<file path="src/rtl/acc_x_responder.sv">
// Accelerator-side endpoint of the X offload bus: q/k accept, request queue, in-order p responses.
// Optional macro ACC_X_RESPONDER_BYPASS_EN forwards exec responses straight to the p channel when idle.
module acc_x_responder #(
    parameter int DataWidth = 32,
    parameter int ReqDepth  = 2,
    parameter int RspDepth  = 2,
    parameter int MaxWb     = 4
) (
    input  logic                 clk_i,
    input  logic                 rst_ni,
    input  logic [31:0]          xq_instr_data_i,
    input  logic [DataWidth-1:0] xq_rs1_i,
    input  logic [DataWidth-1:0] xq_rs2_i,
    input  logic [DataWidth-1:0] xq_rs3_i,
    input  logic [2:0]           xq_rs_valid_i,
    input  logic [1:0]           xq_rd_clean_i,
    input  logic                 xq_valid_i,
    output logic                 xq_ready_o,
    output logic                 xk_accept_o,
    output logic [1:0]           xk_writeback_o,
    output logic [DataWidth-1:0] xp_data0_o,
    output logic [DataWidth-1:0] xp_data1_o,
    output logic                 xp_dual_writeback_o,
    output logic [4:0]           xp_rd_o,
    output logic                 xp_error_o,
    output logic                 xp_valid_o,
    input  logic                 xp_ready_i,
    output logic [31:0]          prd_instr_data_o,
    input  logic                 prd_accept_i,
    input  logic [1:0]           prd_writeback_i,
    input  logic [2:0]           prd_use_rs_i,
    output logic [31:0]          ex_req_instr_o,
    output logic [DataWidth-1:0] ex_req_rs1_o,
    output logic [DataWidth-1:0] ex_req_rs2_o,
    output logic [DataWidth-1:0] ex_req_rs3_o,
    output logic                 ex_req_valid_o,
    input  logic                 ex_req_ready_i,
    input  logic [DataWidth-1:0] ex_rsp_data0_i,
    input  logic [DataWidth-1:0] ex_rsp_data1_i,
    input  logic                 ex_rsp_dual_i,
    input  logic                 ex_rsp_error_i,
    input  logic                 ex_rsp_valid_i,
    output logic                 ex_rsp_ready_o,
    output logic                 orphan_o
);
    localparam int ReqPw = (ReqDepth > 1) ? $clog2(ReqDepth) : 1;
    localparam int RspPw = (RspDepth > 1) ? $clog2(RspDepth) : 1;
    localparam int RdPw  = (MaxWb > 1) ? $clog2(MaxWb) : 1;
    localparam int ReqCw = $clog2(ReqDepth + 1);
    localparam int RspCw = $clog2(RspDepth + 1);
    localparam int RdCw  = $clog2(MaxWb + 1);

    typedef struct packed {
        logic [31:0]          instr;
        logic [DataWidth-1:0] rs1;
        logic [DataWidth-1:0] rs2;
        logic [DataWidth-1:0] rs3;
    } req_t;

    typedef struct packed {
        logic [DataWidth-1:0] data0;
        logic [DataWidth-1:0] data1;
        logic                 dual;
        logic                 error;
    } rsp_t;

    req_t       reqMem_q [ReqDepth];
    rsp_t       rspMem_q [RspDepth];
    logic [4:0] rdMem_q  [MaxWb];

    logic [ReqPw-1:0] reqWrPtr_q, reqWrPtr_d, reqRdPtr_q, reqRdPtr_d;
    logic [RspPw-1:0] rspWrPtr_q, rspWrPtr_d, rspRdPtr_q, rspRdPtr_d;
    logic [RdPw-1:0]  rdWrPtr_q, rdWrPtr_d, rdRdPtr_q, rdRdPtr_d;
    logic [ReqCw-1:0] reqCnt_q, reqCnt_d;
    logic [RspCw-1:0] rspCnt_q, rspCnt_d;
    logic [RdCw-1:0]  rdCnt_q, rdCnt_d;
    logic             orphan_q, orphan_d;

    logic reqFull, reqEmpty, rspFull, rspEmpty, rdFull, hasUntagged;
    logic needsWb, accept, reqPush, reqPop, rdPush, rdPop, rspPush, rspPop;
    logic rspAccept, bypassSel;
    req_t reqHead;
    rsp_t rspHead, rspIn;

    assign reqFull     = (reqCnt_q == ReqCw'(ReqDepth));
    assign reqEmpty    = (reqCnt_q == '0);
    assign rspFull     = (rspCnt_q == RspCw'(RspDepth));
    assign rspEmpty    = (rspCnt_q == '0);
    assign rdFull      = (rdCnt_q == RdCw'(MaxWb));
    // Rd tags waiting for a response are those not yet matched by a queued response.
    assign hasUntagged = (int'(rdCnt_q) > int'(rspCnt_q));
    assign needsWb     = (prd_writeback_i != 2'b00);
    assign reqHead     = reqMem_q[reqRdPtr_q];
    assign rspHead     = rspMem_q[rspRdPtr_q];
    assign rspIn       = '{data0: ex_rsp_data0_i, data1: ex_rsp_data1_i,
                           dual: ex_rsp_dual_i, error: ex_rsp_error_i};

`ifdef ACC_X_RESPONDER_BYPASS_EN
    assign bypassSel = rspEmpty && hasUntagged;
`else
    assign bypassSel = 1'b0;
`endif

    always_comb begin
        xq_ready_o = 1'b0;
        if (xq_valid_i) begin
            if (!prd_accept_i) begin
                xq_ready_o = 1'b1;
            end else begin
                xq_ready_o = ((prd_use_rs_i & ~xq_rs_valid_i) == 3'b000)
                          && ((prd_writeback_i & ~xq_rd_clean_i) == 2'b00)
                          && !reqFull && (!needsWb || !rdFull);
            end
        end
    end

    assign accept           = xq_valid_i && xq_ready_o && prd_accept_i;
    assign xk_accept_o      = accept;
    assign xk_writeback_o   = accept ? prd_writeback_i : 2'b00;
    assign prd_instr_data_o = xq_instr_data_i;
    assign reqPush          = accept;
    assign rdPush           = accept && needsWb;

    assign ex_req_valid_o = !reqEmpty;
    assign ex_req_instr_o = reqEmpty ? '0 : reqHead.instr;
    assign ex_req_rs1_o   = reqEmpty ? '0 : reqHead.rs1;
    assign ex_req_rs2_o   = reqEmpty ? '0 : reqHead.rs2;
    assign ex_req_rs3_o   = reqEmpty ? '0 : reqHead.rs3;
    assign reqPop         = ex_req_valid_o && ex_req_ready_i;

    assign ex_rsp_ready_o = !rspFull;
    assign rspAccept      = ex_rsp_valid_i && ex_rsp_ready_o;
    assign orphan_o       = orphan_q;

    always_comb begin
        rsp_t pSrc;
        pSrc       = rspHead;
        xp_valid_o = !rspEmpty;
        rspPush    = rspAccept && hasUntagged;
        rspPop     = xp_valid_o && xp_ready_i;
        rdPop      = rspPop;
        if (bypassSel) begin
            pSrc       = rspIn;
            xp_valid_o = ex_rsp_valid_i;
            rspPush    = rspAccept && !xp_ready_i;
            rspPop     = 1'b0;
            rdPop      = ex_rsp_valid_i && xp_ready_i;
        end
        xp_data0_o          = xp_valid_o ? pSrc.data0 : '0;
        xp_data1_o          = xp_valid_o ? pSrc.data1 : '0;
        xp_dual_writeback_o = xp_valid_o && pSrc.dual;
        xp_error_o          = xp_valid_o && pSrc.error;
        xp_rd_o             = xp_valid_o ? rdMem_q[rdRdPtr_q] : 5'd0;
    end

    always_comb begin
        reqWrPtr_d = reqWrPtr_q;
        reqRdPtr_d = reqRdPtr_q;
        rspWrPtr_d = rspWrPtr_q;
        rspRdPtr_d = rspRdPtr_q;
        rdWrPtr_d  = rdWrPtr_q;
        rdRdPtr_d  = rdRdPtr_q;
        if (reqPush) reqWrPtr_d = (reqWrPtr_q == ReqPw'(ReqDepth - 1)) ? '0 : reqWrPtr_q + 1'b1;
        if (reqPop)  reqRdPtr_d = (reqRdPtr_q == ReqPw'(ReqDepth - 1)) ? '0 : reqRdPtr_q + 1'b1;
        if (rspPush) rspWrPtr_d = (rspWrPtr_q == RspPw'(RspDepth - 1)) ? '0 : rspWrPtr_q + 1'b1;
        if (rspPop)  rspRdPtr_d = (rspRdPtr_q == RspPw'(RspDepth - 1)) ? '0 : rspRdPtr_q + 1'b1;
        if (rdPush)  rdWrPtr_d  = (rdWrPtr_q == RdPw'(MaxWb - 1)) ? '0 : rdWrPtr_q + 1'b1;
        if (rdPop)   rdRdPtr_d  = (rdRdPtr_q == RdPw'(MaxWb - 1)) ? '0 : rdRdPtr_q + 1'b1;
        reqCnt_d = reqCnt_q + ReqCw'(reqPush) - ReqCw'(reqPop);
        rspCnt_d = rspCnt_q + RspCw'(rspPush) - RspCw'(rspPop);
        rdCnt_d  = rdCnt_q + RdCw'(rdPush) - RdCw'(rdPop);
        orphan_d = orphan_q || (rspAccept && !hasUntagged);
    end

    always_ff @(posedge clk_i) begin
        if (!rst_ni) begin
            reqWrPtr_q <= '0;
            reqRdPtr_q <= '0;
            rspWrPtr_q <= '0;
            rspRdPtr_q <= '0;
            rdWrPtr_q  <= '0;
            rdRdPtr_q  <= '0;
            reqCnt_q   <= '0;
            rspCnt_q   <= '0;
            rdCnt_q    <= '0;
            orphan_q   <= 1'b0;
        end else begin
            reqWrPtr_q <= reqWrPtr_d;
            reqRdPtr_q <= reqRdPtr_d;
            rspWrPtr_q <= rspWrPtr_d;
            rspRdPtr_q <= rspRdPtr_d;
            rdWrPtr_q  <= rdWrPtr_d;
            rdRdPtr_q  <= rdRdPtr_d;
            reqCnt_q   <= reqCnt_d;
            rspCnt_q   <= rspCnt_d;
            rdCnt_q    <= rdCnt_d;
            orphan_q   <= orphan_d;
        end
    end

    // Storage needs no reset: counters alone decide which entries are live.
    always_ff @(posedge clk_i) begin
        if (reqPush) reqMem_q[reqWrPtr_q] <= '{instr: xq_instr_data_i, rs1: xq_rs1_i,
                                               rs2: xq_rs2_i, rs3: xq_rs3_i};
        if (rspPush) rspMem_q[rspWrPtr_q] <= rspIn;
        if (rdPush)  rdMem_q[rdWrPtr_q]   <= xq_instr_data_i[11:7];
    end
endmodule

</file>
<file path="config.mk">
export PLATFORM = sky130hd
export DESIGN_NAME = acc_x_responder
export DESIGN_NICKNAME = d
export VERILOG_FILES = /design/src/rtl/acc_x_responder.sv
export SDC_FILE = /design/constraint.sdc
export NUM_CORES = 1
export LEC_CHECK = 0
export CORE_ASPECT_RATIO = 0.75
export CORE_MARGIN = 3
export CORE_UTILIZATION = 35
export DETAILED_ROUTE_END_ITERATION = 16
export GPL_TIMING_DRIVEN = 0
export PLACE_DENSITY = 0.72
export SYNTH_ARGS = -nofsm -noshare
export SYNTH_HDL_FRONTEND = slang
export SYNTH_SLANG_ARGS = --single-unit
export TNS_END_PERCENT = 100
</file>
<file path="constraint.sdc">
create_clock -name clk_i -period 16.08 [get_ports clk_i]
set_input_delay 2.412 -clock clk_i [delete_from_list [all_inputs] [get_ports clk_i]]
set_output_delay 2.412 -clock clk_i [all_outputs]
set_load 0.02 [all_outputs]
</file>
# ---- Yosys cells after proc, flatten, opt, wreduce, memory -nomap -nowiden
# Memories as Yosys holds them, arrays and structs flattened. A register that Yosys moved wholly into a read port is not among the register bits.
# Cells that the tools add are included.
dict set report totals {
  regBits 16
  ram_bits 408
  in_bits 211
  out_inout_bits 239
  elab_cells 90
  n_memories 3
}
dict set report op_classes {
  add_sub_neg 12
  n_lt_le_gt_ge 1
  n_eq_ne 5
  muxes 28
  bitwise_logic 4
  reduce_logical 27
}
# memory words width read_ports rd_ports_with_merged_regs wr line_no
set memory_table {}
lappend memory_table {reqMem_q 2 128 1 1 1 67} ;# req_t reqMem_q [ReqDepth];
lappend memory_table {rspMem_q 2 66 1 1 1 68} ;# rsp_t rspMem_q [RspDepth];
lappend memory_table {rdMem_q 4 5 1 1 1 69} ;# logic [4:0] rdMem_q [MaxWb];
# cell count
set ops {}
lappend ops {{32-bit two-way mux} 6}
lappend ops {{1-bit two-way mux} 16}
lappend ops {{1-bit logical AND} 13}
lappend ops {{2-bit two-way mux} 5}
lappend ops {{2-bit equality test (second input constant)} 4}
lappend ops {{1-bit zero test} 7}
lappend ops {{2-bit zero test} 3}
lappend ops {{5-bit two-way mux} 1}
lappend ops {{1-bit adder (second input constant)} 4}
lappend ops {{2-bit by 1-bit adder with 2-bit output} 2}
lappend ops {{2-bit by 1-bit adder with 2-bit output (second input constant)} 2}
lappend ops {{2-bit by 1-bit subtractor with 2-bit output} 2}
lappend ops {{3-bit by 1-bit adder with 3-bit output} 1}
lappend ops {{3-bit bitwise AND} 1}
lappend ops {{3-bit equality test (second input constant)} 1}
lappend ops {{3-bit by 2-bit > comparator with 1-bit output} 1}
lappend ops {{3-bit zero test} 1}
lappend ops {{3-bit inverter} 1}
lappend ops {{3-bit by 1-bit subtractor with 3-bit output} 1}
lappend ops {{2-bit bitwise AND} 1}
lappend ops {{1-bit logical OR} 2}
lappend ops {{2-bit inverter} 1}
lappend ops {{2-bit nonzero test} 1}

# ---- Longest topological paths before layout
# Gate-level depths: netlist of the first run.
dict set report logic_depth {
  depth_word 13
  ltp_mapped 12
  mapped_depth_nobuf 12
}

# ---- Worst setup path after synthesis of the first run
# No wires, ideal clock.
dict set report synth_path {
  path_type {input to register}
  startpoint {input prd_use_rs_i[0]}
  endpoint {memory reqMem_q[0][0] (netlist name) (enable)}
  setup_time_ps 772
  t_arrival_ps 11742
  t_required_ps 15308
  path_slack_ps 3566
  stages 4
  n_path_buf 0
  path_cell_list {or2b_1 > o2111ai_4 > or3_4 > nor3_1}
}
dict set report synth_between {
  elab_chain_len 11
}
# element line_no
set synth_rtl {}
lappend synth_rtl {{start, declared} 31} ;# input logic [2:0] prd_use_rs_i,
lappend synth_rtl {{3-bit bitwise AND} 110} ;# xq_ready_o = ((prd_use_rs_i & ~xq_rs_valid_i) == 3'b000)
lappend synth_rtl {{3-bit zero test} 110}
lappend synth_rtl {{1-bit logical AND} 111} ;# && ((prd_writeback_i & ~xq_rd_clean_i) == 2'b00)
lappend synth_rtl {{1-bit logical AND (2 in series)} 112} ;# && !reqFull && (!needsWb || !rdFull);
lappend synth_rtl {{1-bit two-way mux} 107} ;# if (!prd_accept_i) begin
lappend synth_rtl {{1-bit two-way mux} 106} ;# if (xq_valid_i) begin
lappend synth_rtl {{1-bit logical AND (2 in series)} 117} ;# assign accept = xq_valid_i && xq_ready_o && prd_accept_i;
lappend synth_rtl {{1-bit two-way mux} 203} ;# if (reqPush) reqMem_q[reqWrPtr_q] <= '{instr: xq_instr_data_i, rs1: xq_rs1_i,
lappend synth_rtl {{1-bit two-way mux (implied by the code)} 203}
lappend synth_rtl {{end, declared} 67}
# Every way passes these cells.

# ---- Worst setup path in the final report of the first run
dict set report layout_path {
  startpoint {input prd_writeback_i[0]}
  endpoint {output xk_writeback_o[1]}
}
dict set report layout_between {
  elab_chain_len 10
  elab_cells_between_ends 13
  cone_classes {mux: 3; bitwise: 1; reduce/logical: 9}
}
# element line_no
set layout_rtl {}
lappend layout_rtl {{start, declared} 30} ;# input logic [1:0] prd_writeback_i,
lappend layout_rtl {{2-bit bitwise AND} 111}
lappend layout_rtl {{2-bit zero test} 111}
lappend layout_rtl {{1-bit logical AND} 111}
lappend layout_rtl {{1-bit logical AND} 112}
lappend layout_rtl {{1-bit logical AND *} 112}
lappend layout_rtl {{1-bit two-way mux *} 107}
lappend layout_rtl {{1-bit two-way mux *} 106}
lappend layout_rtl {{1-bit logical AND * (2 in series)} 117}
lappend layout_rtl {{2-bit two-way mux *} 119} ;# assign xk_writeback_o = accept ? prd_writeback_i : 2'b00;
lappend layout_rtl {{end, declared} 20} ;# output logic [1:0] xk_writeback_o,
# Every way passes the cells marked *; elsewhere a longest branch is shown, timed or not.

==> results list, run 1 <==
- After synthesis the cells add up to 0.0167 mm^2.
- For this run, the slowest stage of the critical path takes 600 ps.
- Switching power summed over all nets: 0.00139 W
- For this block, the via count after detailed routing is 10000.
- Cell family with the largest share of critical-path delay: simple AND/OR/NAND/NOR gates
- The most critical setup path has its startpoint at prd_writeback_i[0].
* Maximum VDD drop: 0.000161 V
* Initial Util: 35.8%
- In the routed layout, each cell is associated on average with a via count of 4.60.
- Net count after synthesis: 1234
- Area of the core region: 0.0466 mm^2
* RR Startpoint: reqCnt_q[0]$_SDFF_PN0_
* Worst reg2reg path endpoint: reqMem_q[0][92]$_DFFE_PP_
* Count of unique library cells instantiated by Yosys: 33
- Global-route wire length before repair: 62700 um
* Width of the chip: 258 um
- Buffers inserted to repair hold after CTS numbered 0.
- Category of the most critical setup path: primary input to output port
* Sequential share of power: 34.3%
- CTS Buf Count: 43
- Summing the sequential cell areas from Yosys gives 75.7% of the chip area.
- 450 I/O pins were placed.
- Power spread over the standard cell area amounts to 170 mW/mm^2.
- Net switching is 34.3% of the power.
- After routing the design area is 0.0237 mm^2.
* Via count of the first global-routing pass: 10400
- Initial antenna violation count: 6
- Overflow after GRT: 0
- Setup repair after global routing left no endpoint under its margin.
- Logic depth of the worst register-to-register path: 10
* Outcome: finished, final reports clean
* Fmax: 0.143 GHz
* Largest clock skew in the final design: 23.4 ps
* Internal power contribution: 0.00266 W
- Final critical-path share of the clock period: 43.6%
- Summed over all layers, the routed wires come to 42200 um.
* Clock latency on the worst-skew pair: 560 ps
- Worst min path class: register to register
- Full die area: 0.0504 mm^2
- The Yosys step of the flow raised 0 warnings.
- Entering global routing, the biggest net connects 65 pins.
- Synthesis inferred 428 register bits.
- Number of buffer and inverter instances along the worst setup path: 2
* Most used cells in the layout excluding fill and tap cells: sky130_fd_sc_hd__clkdlybuf4s50_1, sky130_fd_sc_hd__edfxtp_1, sky130_fd_sc_hd__nor2_1, sky130_fd_sc_hd__mux2i_1, sky130_fd_sc_hd__clkbuf_16
- Cells along the critical path: clkdlybuf4s50_1, nor2_1, nor4_4, nor4_2, and2_2, clkdlybuf4s50_1
- Headroom to the max-slew limit: 31.3%
- The floorplan has 68 rows.
* Area growth from synthesis to layout: 42.0%
- All-layer global routing usage: 16.3%
* Gate Count Post-Synth: 1009
- TritonCTS built the clock tree.
- In this run the deepest clock path goes through 3 buffers.
- Number of cells on the critical path: 6
- Routability-driven placement finished with a final weighted congestion of 0.839.
- Most used cell, CP: sky130_fd_sc_hd__clkdlybuf4s50_1
- Total placed instance area: 0.0223 mm^2
- The count of buffers added on input and output ports is 449.
- Portion of total power attributed to combinational logic: 40.6%
- Among all stages on the critical path, the largest delay is contributed by sky130_fd_sc_hd__clkdlybuf4s50_1.
- CTS-repair resized insts: 0
- Of all nets on the critical path, the largest fanout is 5.
- For this run, design rule violations remaining after detail routing come to 0.
- Data arrival, critical path: 4590 ps
- After detailed placement, the design holds a cell count of 2106.
- Multi-input gate area in the final layout: 0.00354 mm^2
- HPWL after detailed placement: 30500 um
- DRC violation total after the first TritonRoute iteration: 464
- Across the run, the number of max-cap violations was 0.
- Fin Hold WS: 501 ps
- Across the whole layout, storage elements account for 0.0127 mm^2.
- The clock network is responsible for 25.1% of the overall power.
* Clock Pin Slew Worst Setup and Hold Paths: 60 ps
- The hold violation count in the final report is 0.
- At the pin with the least slew margin, the transition time is 1030 ps.
* Antenna-violating nets left: 0
- A synthesized cell averages 16.6 um^2.
- Clock H-tree levels: 2
* Post-CTS setup-driven buffer insertion count: 0
- Timing endpoint of the critical path: xk_writeback_o[1]
- Clock tree synthesis found a total of 428 sinks.
- Total chip power: 0.00405 W
- Die boundary height: 195 um
* Fill cells: 3904
* Net count, final: 1746
- The first detailed-routing pass ran for 4 iterations.
* Detailed-route wire length per cell: 19.3 um
* Fraction of final layout cells sized beyond drive strength 1: 11.3%
- Final core utilization: 50.9%
- Worst Setup End Kind: output port
- The number of max-slew violations in the final report is 0.
- Leaving out fill and tap cells, the most frequent cell in the layout is sky130_fd_sc_hd__clkdlybuf4s50_1.
- The finished layout holds 2183 standard cells, fillers aside.
- Final-report setup violation count: 0
* Buffer cell driving the clock tree root: sky130_fd_sc_hd__clkbuf_16
* Flop2flop setup slack: 13010 ps
- CP Launch Type: primary input
* Standby leakage power: 7.88 nW
- At the worst endpoint, the required time is 13670 ps.
- Final period demand of the worst path: 7000 ps
[worst register-to-register path, delay by kind of cell (launching register included)]
kind | cells | cell delay [ps]
buf+inv | 6 | 1100
flops | 1 | 340
simple gates | 3 | 1220
compound gates | 1 | 150
[synth_stat cells, drive strengths merged]
library cell,instances,share of area (%)
ha,13,0.97
inv,18,0.40
o22ai,1,0.037
mux2i,198,12
nor4,3,0.33
mux4,5,0.67
nor3,3,0.090
clkbuf,6,0.13
nor2,199,4.5
dfxtp,20,2.4
xnor2,7,0.37
fa,1,0.12
or3,1,0.067
o21ai,2,0.060
nor2b,3,0.11
and2,24,0.94
edfxtp,408,73
or2,1,0.037
o2111ai,1,0.16
buf,72,2.7
xor2,1,0.052
a21oi,2,0.060
or2b,2,0.097
nand2b,4,0.16
a41o,1,0.060
nand2,11,0.25
a21boi,2,0.090
[sequential cells by signal (all words and copies together), names as in the netlist, 2 cells and up, named ones only]
register   flops
rdCnt_q        3
rdMem_q       20
rdRdPtr_q      2
rdWrPtr_q      2
reqCnt_q       2
reqMem_q     256
rspCnt_q       2
rspMem_q     132
[area by class of cell]
| type | count | area share [%] |
|---|---|---|
| flip-flops and latches | 428 | 53.3 |
| repair buffers | 467 | 20.1 |
| multi-input cells | 485 | 14.9 |
| clock buffers | 50 | 4.73 |
| well taps | 630 | 3.32 |
| plain buffers | 78 | 2.00 |
| clock inverters | 26 | 1.29 |
| inverters | 18 | 0.285 |
| diodes | 1 | 0.0105 |
[power groups by stage]
stage,clock network [W],registers [W],logic (W)
floorplan,0,0.00142,0.000870
global placement,0,0.00143,0.00162
detailed placement,0,0.00141,0.00166
CTS,0.00104,0.00139,0.00166
global route,0.00109,0.00140,0.00175
finish,0.00102,0.00139,0.00164
[per-stage QoR]
step | TNS, ps | setup WS, ps
2_1_floorplan | 0 | 3570
3_3_place_gp | -342540 | -2700
3_5_place_dp | 0 | 9070
4_1_cts | 0 | 9050
5_1_grt | 0 | 8950
6_report | 0 | 9080
[layer usage]
layer  track usage, %  vias to the layer above  wire (um)
li1                 -                     4687          -
met1             19.7                     4953      16900
met2             28.2                      319      21100
met3             4.42                       82       2900
met4             5.47                        8       1280
met5                0                        -         48
[cells by family after synthesis]
| kind of cell | Yosys count | synth area share (%) |
|---|---|---|
| simple gates | 251 | 6.55 |
| fa+ha+maj | 14 | 1.09 |
| compound gates | 9 | 0.464 |
| buf+inv | 96 | 3.25 |
| xor+xnor | 8 | 0.419 |
| mux | 203 | 12.5 |
| flops | 428 | 75.7 |
[worst min-delay path by stage]
stage | start | to | slack, ps | depth (start not counted)
final | rdRdPtr_q[1]$_SDFFE_PN0P_ | rdRdPtr_q[1]$_SDFFE_PN0P_ | 500 | 2
after global routing | rdWrPtr_q[1]$_SDFFE_PN0P_ | rdWrPtr_q[1]$_SDFFE_PN0P_ | 540 | 2
after CTS | rdRdPtr_q[1]$_SDFFE_PN0P_ | register | 500 | 2
after detailed placement | rdRdPtr_q[1]$_SDFFE_PN0P_ | rdRdPtr_q[1]$_SDFFE_PN0P_ | 500 | 2
after global placement | reqWrPtr_q$_SDFFE_PN0N_ | reqWrPtr_q$_SDFFE_PN0N_ | 470 | 2
after floorplan | rspWrPtr_q$_SDFFE_PN0P_ | rspWrPtr_q$_SDFFE_PN0P_ | 450 | 2
Power figures use the tool's default switching activity.
==> inputs of run 2 (changes only) <==
Settings changed: PLACE_DENSITY 0.72 to 0.74.
Clock period 16.08 ns to 5.82 ns, I/O delays scaled along.
==> results list, run 2 (synthesis results as in run 1) <==
- Via count of the first global-routing pass: 10500 (+1.3%)
* Largest net degree at the start of global routing: 67 (+3.1%)
- Data arrival, critical path: 3140 ps (-1450 ps)
- The layout filler cell count is 3874 (-0.77%).
- Initial antenna violation count: 4 (-2)
- CP Launch Type: primary input
- The summed negative setup slack over all endpoints came to 0 ps (unchanged).
* Max Transition Viols Final: 0 (unchanged)
- RR Startpoint: reqCnt_q[0]$_SDFF_PN0_
- Final period demand of the worst path: 4010 ps
* Gpl congestion: 0.866 (+3.2%)
- The run finished with clean final reports.
- The total number of nets in the final design came to 1740 (-0.34%).
- Biggest registers after layout: reqMem_q x256, rspMem_q x132, rdMem_q x20
* Final Cell Area: 0.0237 mm^2 (-0.13%)
* DRC violation total after the first TritonRoute iteration: 476 (+2.6%)
* Antenna-violating nets left: 0 (unchanged)
- Setup repair after global routing left no endpoint under its margin.
- The most critical setup path has its startpoint at prd_writeback_i[0].
- The routed wire length was 41000 um (-3.0%).
- The highest net fanout along the worst path is 5 (unchanged).
- Largest clock skew in the final design: 25.4 ps (+2.00 ps)
* Width of the chip: 258 um (unchanged)
- The area of the core came to 0.0466 mm^2 (unchanged).
* Maximum VDD drop: 0.000348 V (+120%)
- Final-report setup violation count: 0 (unchanged)
- The number of iterations in the first detailed-routing pass is 4 (unchanged).
* Crit path required time: 4950 ps (-8720 ps)
- The quantity of I/O buffers inserted on ports was 449 (unchanged).
- The top cell types in the final layout, fill and taps aside, are sky130_fd_sc_hd__clkdlybuf4s50_1, sky130_fd_sc_hd__edfxtp_1, sky130_fd_sc_hd__nor2_1, sky130_fd_sc_hd__mux2i_1, sky130_fd_sc_hd__clkbuf_16.
- CTS tree: built
* Max Root-Sink Buffers: 3 (unchanged)
- The endpoint identified for the worst register-to-register timing path is reqMem_q[0][6]$_DFFE_PP_.
- Post-CTS setup-driven buffer insertion count: 0 (unchanged)
- Worst Setup End Kind: output port
- The post-placement cell area is 0.0223 mm^2 (about the same).
* Clock H-tree levels: 2 (unchanged)
- Final critical-path share of the clock period: 68.9%
* Standby leakage power: 7.84 nW (-0.54%)
- Pwr Density: 466 mW/mm^2 (+170%)
* HPWL after detailed placement: 29500 um (-3.4%)
* Boundary Pins: 450 (unchanged)
* Overflow after GRT: 0 (unchanged)
- The number of placement rows is 68 (unchanged).
- The share of cells above drive strength 1 came to 10.6% (-0.76 points).
- Die boundary height: 195 um (unchanged)
- Largest register by flop count: reqMem_q
* Worst min path class: register to register
- The flip-flop count of the largest register after layout is 256 (unchanged).
- Clock Pin Slew Worst Setup and Hold Paths: 60 ps (about the same)
* Max_cap viols: 0 (unchanged)
- The floorplan die area came to 0.0504 mm^2 (unchanged).
- The number of cells on the worst reg-to-reg path is 9 (-1).
- The register-to-register path setup slack came to 2780 ps (-10230 ps).
- Detailed-route wire length per cell: 18.8 um (-3.0%)
- Clock latency on the worst-skew pair: 560 ps (about the same)
- CTS-repair resized insts: 0 (unchanged)
- Static timing analysis puts the maximum clock frequency at 0.249 GHz.
* Area of all sequential standard cells: 0.0127 mm^2 (unchanged)
- Multi-input gate area in the final layout: 0.00354 mm^2 (+0.18%)
- The total routing resource utilization after global routing came to 15.7% (-0.51 points).
- The hold violation count in the final report was 0 (unchanged).
* Buffer cell driving the clock tree root: sky130_fd_sc_hd__clkbuf_16
* CTS Buf Count: 44 (+2.3%)
- Category of the most critical setup path: primary input to output port
* Headroom to the max-slew limit: 36.8% (+5.5 points)
- The number of vias per cell after detailed routing was 4.57 (-0.68%).
- The CTS sink count is 428 (unchanged).
- The wire length of the first global-routing pass was 61200 um (-2.4%).
- Leaving out fill and tap cells, the most frequent cell in the layout is sky130_fd_sc_hd__clkdlybuf4s50_1.
- Via count: 9981 (-0.68%)
* Least-Margin Pin Slew: 948 ps (-82.3 ps)
- Area growth from synthesis to layout: 41.8%
- Number of buffers inserted by hold repair at cts: 0 (unchanged)
* Timing endpoint of the critical path: xk_writeback_o[1]
* Detailed-route DRC error count: 0 (unchanged)
* Initial Util: 35.8% (unchanged)
-- run 2: cell count changes in the layout (fill, tap and decap cells not counted), moves of 3 or more --
cell                       previous run  this run
sky130_fd_sc_hd__clkbuf_1            11        14
sky130_fd_sc_hd__buf_8                4         1
sky130_fd_sc_hd__clkinv_1             6        13
sky130_fd_sc_hd__inv_6                0         3
sky130_fd_sc_hd__buf_16               3         9
sky130_fd_sc_hd__buf_6                9         0
-- run 2: power by group --
part	internal [W]	switching, W	total [W]
Sequential	0.00374	0.0000956	0.00384
Combinational	0.00195	0.00253	0.00448
Clock	0.00157	0.00115	0.00272
-- run 2: worst max-delay path: stages --
cell	delay, ps
sky130_fd_sc_hd__clkdlybuf4s50_1	430
sky130_fd_sc_hd__nor2_1	310
sky130_fd_sc_hd__nor4_4	100
sky130_fd_sc_hd__nor4_2	550
sky130_fd_sc_hd__and2_2	250
sky130_fd_sc_hd__clkdlybuf4s50_1	620
-- run 2: layer usage --
metal  up-vias  part of all wire (%)  global-route usage [%]
met2       328                    51                    28.2
met4         4                   2.8                    5.32
met5         -                 0.066                       0
met3        83                   8.3                    5.04
li1       4697                     -                       -
met1      4869                    38                    17.7
-- run 2: worst min path at each step --
| stage | start | end | slack (ps) | depth (start not counted) |
|---|---|---|---|---|
| 4_1_cts | rdRdPtr_q[1]$_SDFFE_PN0P_ | rdRdPtr_q[1]$_SDFFE_PN0P_ | 520 | 2 |
| 3_5_place_dp | rdRdPtr_q[1]$_SDFFE_PN0P_ | register | 510 | 2 |
| 2_1_floorplan | rspWrPtr_q$_SDFFE_PN0P_ | rspWrPtr_q$_SDFFE_PN0P_ | 450 | 2 |
| 6_report | rdRdPtr_q[1]$_SDFFE_PN0P_ | rdRdPtr_q[1]$_SDFFE_PN0P_ | 520 | 2 |
| 5_1_grt | rdRdPtr_q[1]$_SDFFE_PN0P_ | rdRdPtr_q[1]$_SDFFE_PN0P_ | 540 | 2 |
| 3_3_place_gp | rspWrPtr_q$_SDFFE_PN0P_ | rspWrPtr_q$_SDFFE_PN0P_ | 460 | 2 |
-- run 2: layout make-up --
class | count | area share [%]
flip-flops and latches | 428 | 53.4
repair buffers | 460 | 20.2
multi-input cells | 485 | 15.0
clock buffers | 52 | 4.77
well taps | 630 | 3.33
plain buffers | 78 | 2.01
clock inverters | 29 | 1.08
inverters | 18 | 0.285
diodes | 3 | 0.0317
-- run 2: stage by stage --
| step | setup slack, ps | instances | hold slack (ps) | total power [W] | util [%] |
|---|---|---|---|---|---|
| 2_1_floorplan | 471 | 1009 | 451 | 0.00632 | - |
| 3_3_place_gp | -1780 | 2088 | 463 | 0.00838 | 47.2 |
| 3_5_place_dp | 1610 | 2099 | 508 | 0.00844 | 47.8 |
| 4_1_cts | 1600 | 2180 | 516 | 0.0112 | 50.8 |
| 5_1_grt | 1590 | 2181 | 542 | 0.0116 | 50.8 |
| 6_report | 1810 | 2183 | 516 | 0.0110 | 50.8 |
==> inputs of run 3 (changes only) <==
Settings changed: PLACE_DENSITY 0.74 to 0.72.
Clock period 5.82 ns to 4.16 ns, I/O delays scaled along.
==> results list, run 3 (synthesis results as in run 1) <==
- The part of the power in combinational logic came to 39.1% (-1.5 points).
- Die boundary height: 195 um (unchanged)
- Standby leakage power: 7.98 nW (+1.7%)
* Clock Pin Slew Worst Setup and Hold Paths: 60 ps (about the same)
- The die outline width was 258 um (unchanged).
- Multi-input gate area in the final layout: 0.00354 mm^2 (unchanged)
- Cell family with the largest share of critical-path delay: buffers and inverters
- Worst stage delay on the critical path: 720 ps (+100 ps)
- TritonCTS Sinks: 428 (unchanged)
- Headroom to the max-slew limit: 38.0% (+1.2 points)
- The maximum clock path buffer count was 3 (unchanged).
* CTS Buf Count: 44 (unchanged)
- The boundary pin count came to 450 (unchanged).
- Full die area: 0.0504 mm^2 (unchanged)
- Gpl congestion: 0.862 (-0.40%)
- The worst hold slack came to 515 ps (-0.871 ps).
* Leading cell type in the layout, fill and taps excluded: sky130_fd_sc_hd__clkdlybuf4s50_1
* DRC violation total after the first TritonRoute iteration: 564 (+18%)
- The power dissipated by switching net loads came to 0.00533 W (+41%).
* Via count of the first global-routing pass: 10500 (-0.61%)
- CTS-repair resized insts: 0 (unchanged)
- Largest clock skew in the final design: 14.2 ps (-11.2 ps)
* Hold Path Cell Cnt: 2 (unchanged)
* Largest net degree at the start of global routing: 60 (-10%)
- Worst min path class: register to register
- Clock network power share: 27.5% (+2.8 points)
- The max capacitance violation total was 0 (unchanged).
* Via count: 9969 (-0.12%)
* Unrepaired setup endpoints after global routing: false
- Most used cell, CP: sky130_fd_sc_hd__nor2_1
- Critical Path Fanout Max: 10 (+5)
* Worst Setup End Kind: output port
* Number of cell rows: 68 (unchanged)
* Final hold viol count: 0 (unchanged)
- Final Cell Area: 0.0240 mm^2 (+1.2%)
- All-layer global routing usage: 16.3% (+0.52 points)
* Net count, final: 1742 (+0.11%)
* Total placed instance area: 0.0223 mm^2 (about the same)
- The register-to-register path setup slack was 1080 ps (-1700 ps).
- The final critical path takes up 90.0% of the cycle.
- The count of final setup violators is 0 (unchanged).
- TritonCTS built the clock tree.
* Largest register by flop count: reqMem_q
- Clock latency on the worst-skew pair: 560 ps (about the same)
- Overflow after GRT: 0 (unchanged)
- The layout filler cell count came to 3871 (-0.077%).
- The buffer and inverter count on the worst path was 3 (+1).
- The share of cells above drive strength 1 came to 11.3% (+0.76 points).
- Total placed cells including tap cells: 2101 (+0.095%)
- The flow ran to the end, and the final reports show no timing, DRC or antenna violations.
- The worst path arrival time was 3120 ps (-20 ps).
- The startpoint identified for the worst hold timing path is rdRdPtr_q[1]$_SDFFE_PN0P_.
- Clock H-tree levels: 2 (unchanged)
- Pwr Density: 670 mW/mm^2 (+44%)
- RR Startpoint: reqCnt_q[0]$_SDFF_PN0_
- Area of the core region: 0.0466 mm^2 (unchanged)
- The largest registers in the layout are reqMem_q x256, rspMem_q x132, rdMem_q x20.
* Max Transition Viols Final: 0 (unchanged)
- Final WL: 41600 um (+1.7%)
- In the layout the commonest cells are sky130_fd_sc_hd__clkdlybuf4s50_1, sky130_fd_sc_hd__edfxtp_1, sky130_fd_sc_hd__nor2_1, sky130_fd_sc_hd__mux2i_1, sky130_fd_sc_hd__clkbuf_16.
- The effective utilization at floorplan was 35.8% (unchanged).
* Category of the most critical setup path: register to output port
- The peak ir drop on the vdd network is 0.000395 V (+13%).
- Number of flip-flops under the largest register name: 256 (unchanged)
- The internal portion of total power is 0.0107 W (+48%).
* Sequential share of power: 33.4% (-1.3 points)
* Router iterations before antenna repair: 5 (+1)
- The count of buffers added by post-CTS timing repair for setup is 0 (unchanged).
- Worst reg2reg path endpoint: reqMem_q[0][4]$_DFFE_PP_
- Fraction of power spent switching nets: 33.2% (-1.1 points)
* Logic depth of the worst register-to-register path: 9 (unchanged)
- Fmax: 0.267 GHz
- The worst-margin pin slew came to 927 ps (-20.8 ps).
- The wire length of the first global-routing pass was 63000 um (+2.9%).
* Area of all sequential standard cells: 0.0127 mm^2 (unchanged)
- The remaining routing DRC violations was 0 (unchanged).
* CP Launch Type: register
* Initial antenna violation count: 5 (+1)
- Subtracting the final worst setup slack from the clock period gives 3740 ps.
- The required time of the critical path came to 3540 ps (-1410 ps).
- The worst hold path terminates at rdRdPtr_q[1]$_SDFFE_PN0P_.
* Ratio of routed vias to standard cells: 4.56 (-0.21%)
- Slowest-stage cell, CP: sky130_fd_sc_hd__clkbuf_1
- HPWL after detailed placement: 30200 um (+2.3%)
* Final Instance Count excl. Fillers: 2185 (+0.092%)
- Detailed-route wire length per cell: 19.1 um (+1.6%)
- Cells along the critical path: nor2_1, clkbuf_1, buf_2, nor2_1, clkdlybuf4s50_1
* Buffer cell driving the clock tree root: sky130_fd_sc_hd__clkbuf_16
* Area growth from synthesis to layout: 43.4%
- The quantity of I/O buffers inserted on ports came to 449 (unchanged).
* Antenna-violating nets left: 0 (unchanged)
- The hold buffer count at CTS was 0 (unchanged).
run 3: layer usage:
layer	share of wire, %	track usage (%)	wire length (um)	vias to the layer above
met2	50	27.7	20700	308
met4	2.7	5.34	1130	4
li1	-	-	-	4682
met1	40	20.0	16700	4899
met3	7.5	4.58	3110	76
met5	0.079	0	33	-
run 3: how the worst max path moves through the flow:
stage                                start                  endpoint  slack, ps  cells past startpoint
floorplan                  prd_use_rs_i[0]  reqMem_q[0][0]$_DFFE_PP_       -640                      4
global placement           prd_use_rs_i[0]  reqMem_q[0][8]$_DFFE_PP_      -3190                      5
detailed placement         prd_use_rs_i[0]  reqMem_q[0][8]$_DFFE_PP_        220                     10
CTS                 reqCnt_q[1]$_SDFF_PN0_        ex_req_instr_o[15]        150                      5
global route        reqCnt_q[1]$_SDFF_PN0_        ex_req_instr_o[19]         80                      5
finish              reqCnt_q[1]$_SDFF_PN0_        ex_req_instr_o[18]        420                      5
run 3: final cells by class:
cell class                 count  share of cell area [%]
inverter                      18                   0.282
clock inverter                27                    1.98
multi-input combinational    485                    14.8
antenna                        3                  0.0313
tap                          630                    3.29
buffer                        78                    1.98
sequential                   428                    52.8
timing repair buffer         462                    20.0
clock buffer                  54                    4.88
run 3: through the flow:
| stage | setup TNS (ps) | util [%] | power (W) | setup WS (ps) |
|---|---|---|---|---|
| finish | 0 | 51.4 | 0.0161 | 416 |
| global route | 0 | 51.4 | 0.0168 | 84.4 |
| CTS | 0 | 51.4 | 0.0163 | 153 |
| detailed placement | 0 | 47.9 | 0.0118 | 220 |
| global placement | -583860 | 47.2 | 0.0117 | -3190 |
| floorplan | -81450 | - | 0.00882 | -636 |
run 3: worst reg2reg max path: stages, from the launching register on:
cell and delay, ps:
sky130_fd_sc_hd__dfxtp_1 340, sky130_fd_sc_hd__nand2b_2 200, sky130_fd_sc_hd__o2111ai_4 150, sky130_fd_sc_hd__or3_4 390
sky130_fd_sc_hd__nor3_4 710, sky130_fd_sc_hd__buf_16 250, sky130_fd_sc_hd__buf_8 190, sky130_fd_sc_hd__buf_8 180
sky130_fd_sc_hd__buf_16 170, sky130_fd_sc_hd__buf_8 180
run 3: power groups by stage:
stage / Combinational (W) / Sequential (W) / Clock (W)
after global placement: 0.00621 / 0.00549 / 0
after global routing: 0.00673 / 0.00541 / 0.00471
after floorplan: 0.00337 / 0.00546 / 0
after CTS: 0.00639 / 0.00537 / 0.00453
after detailed placement: 0.00635 / 0.00546 / 0
final: 0.00628 / 0.00537 / 0.00442
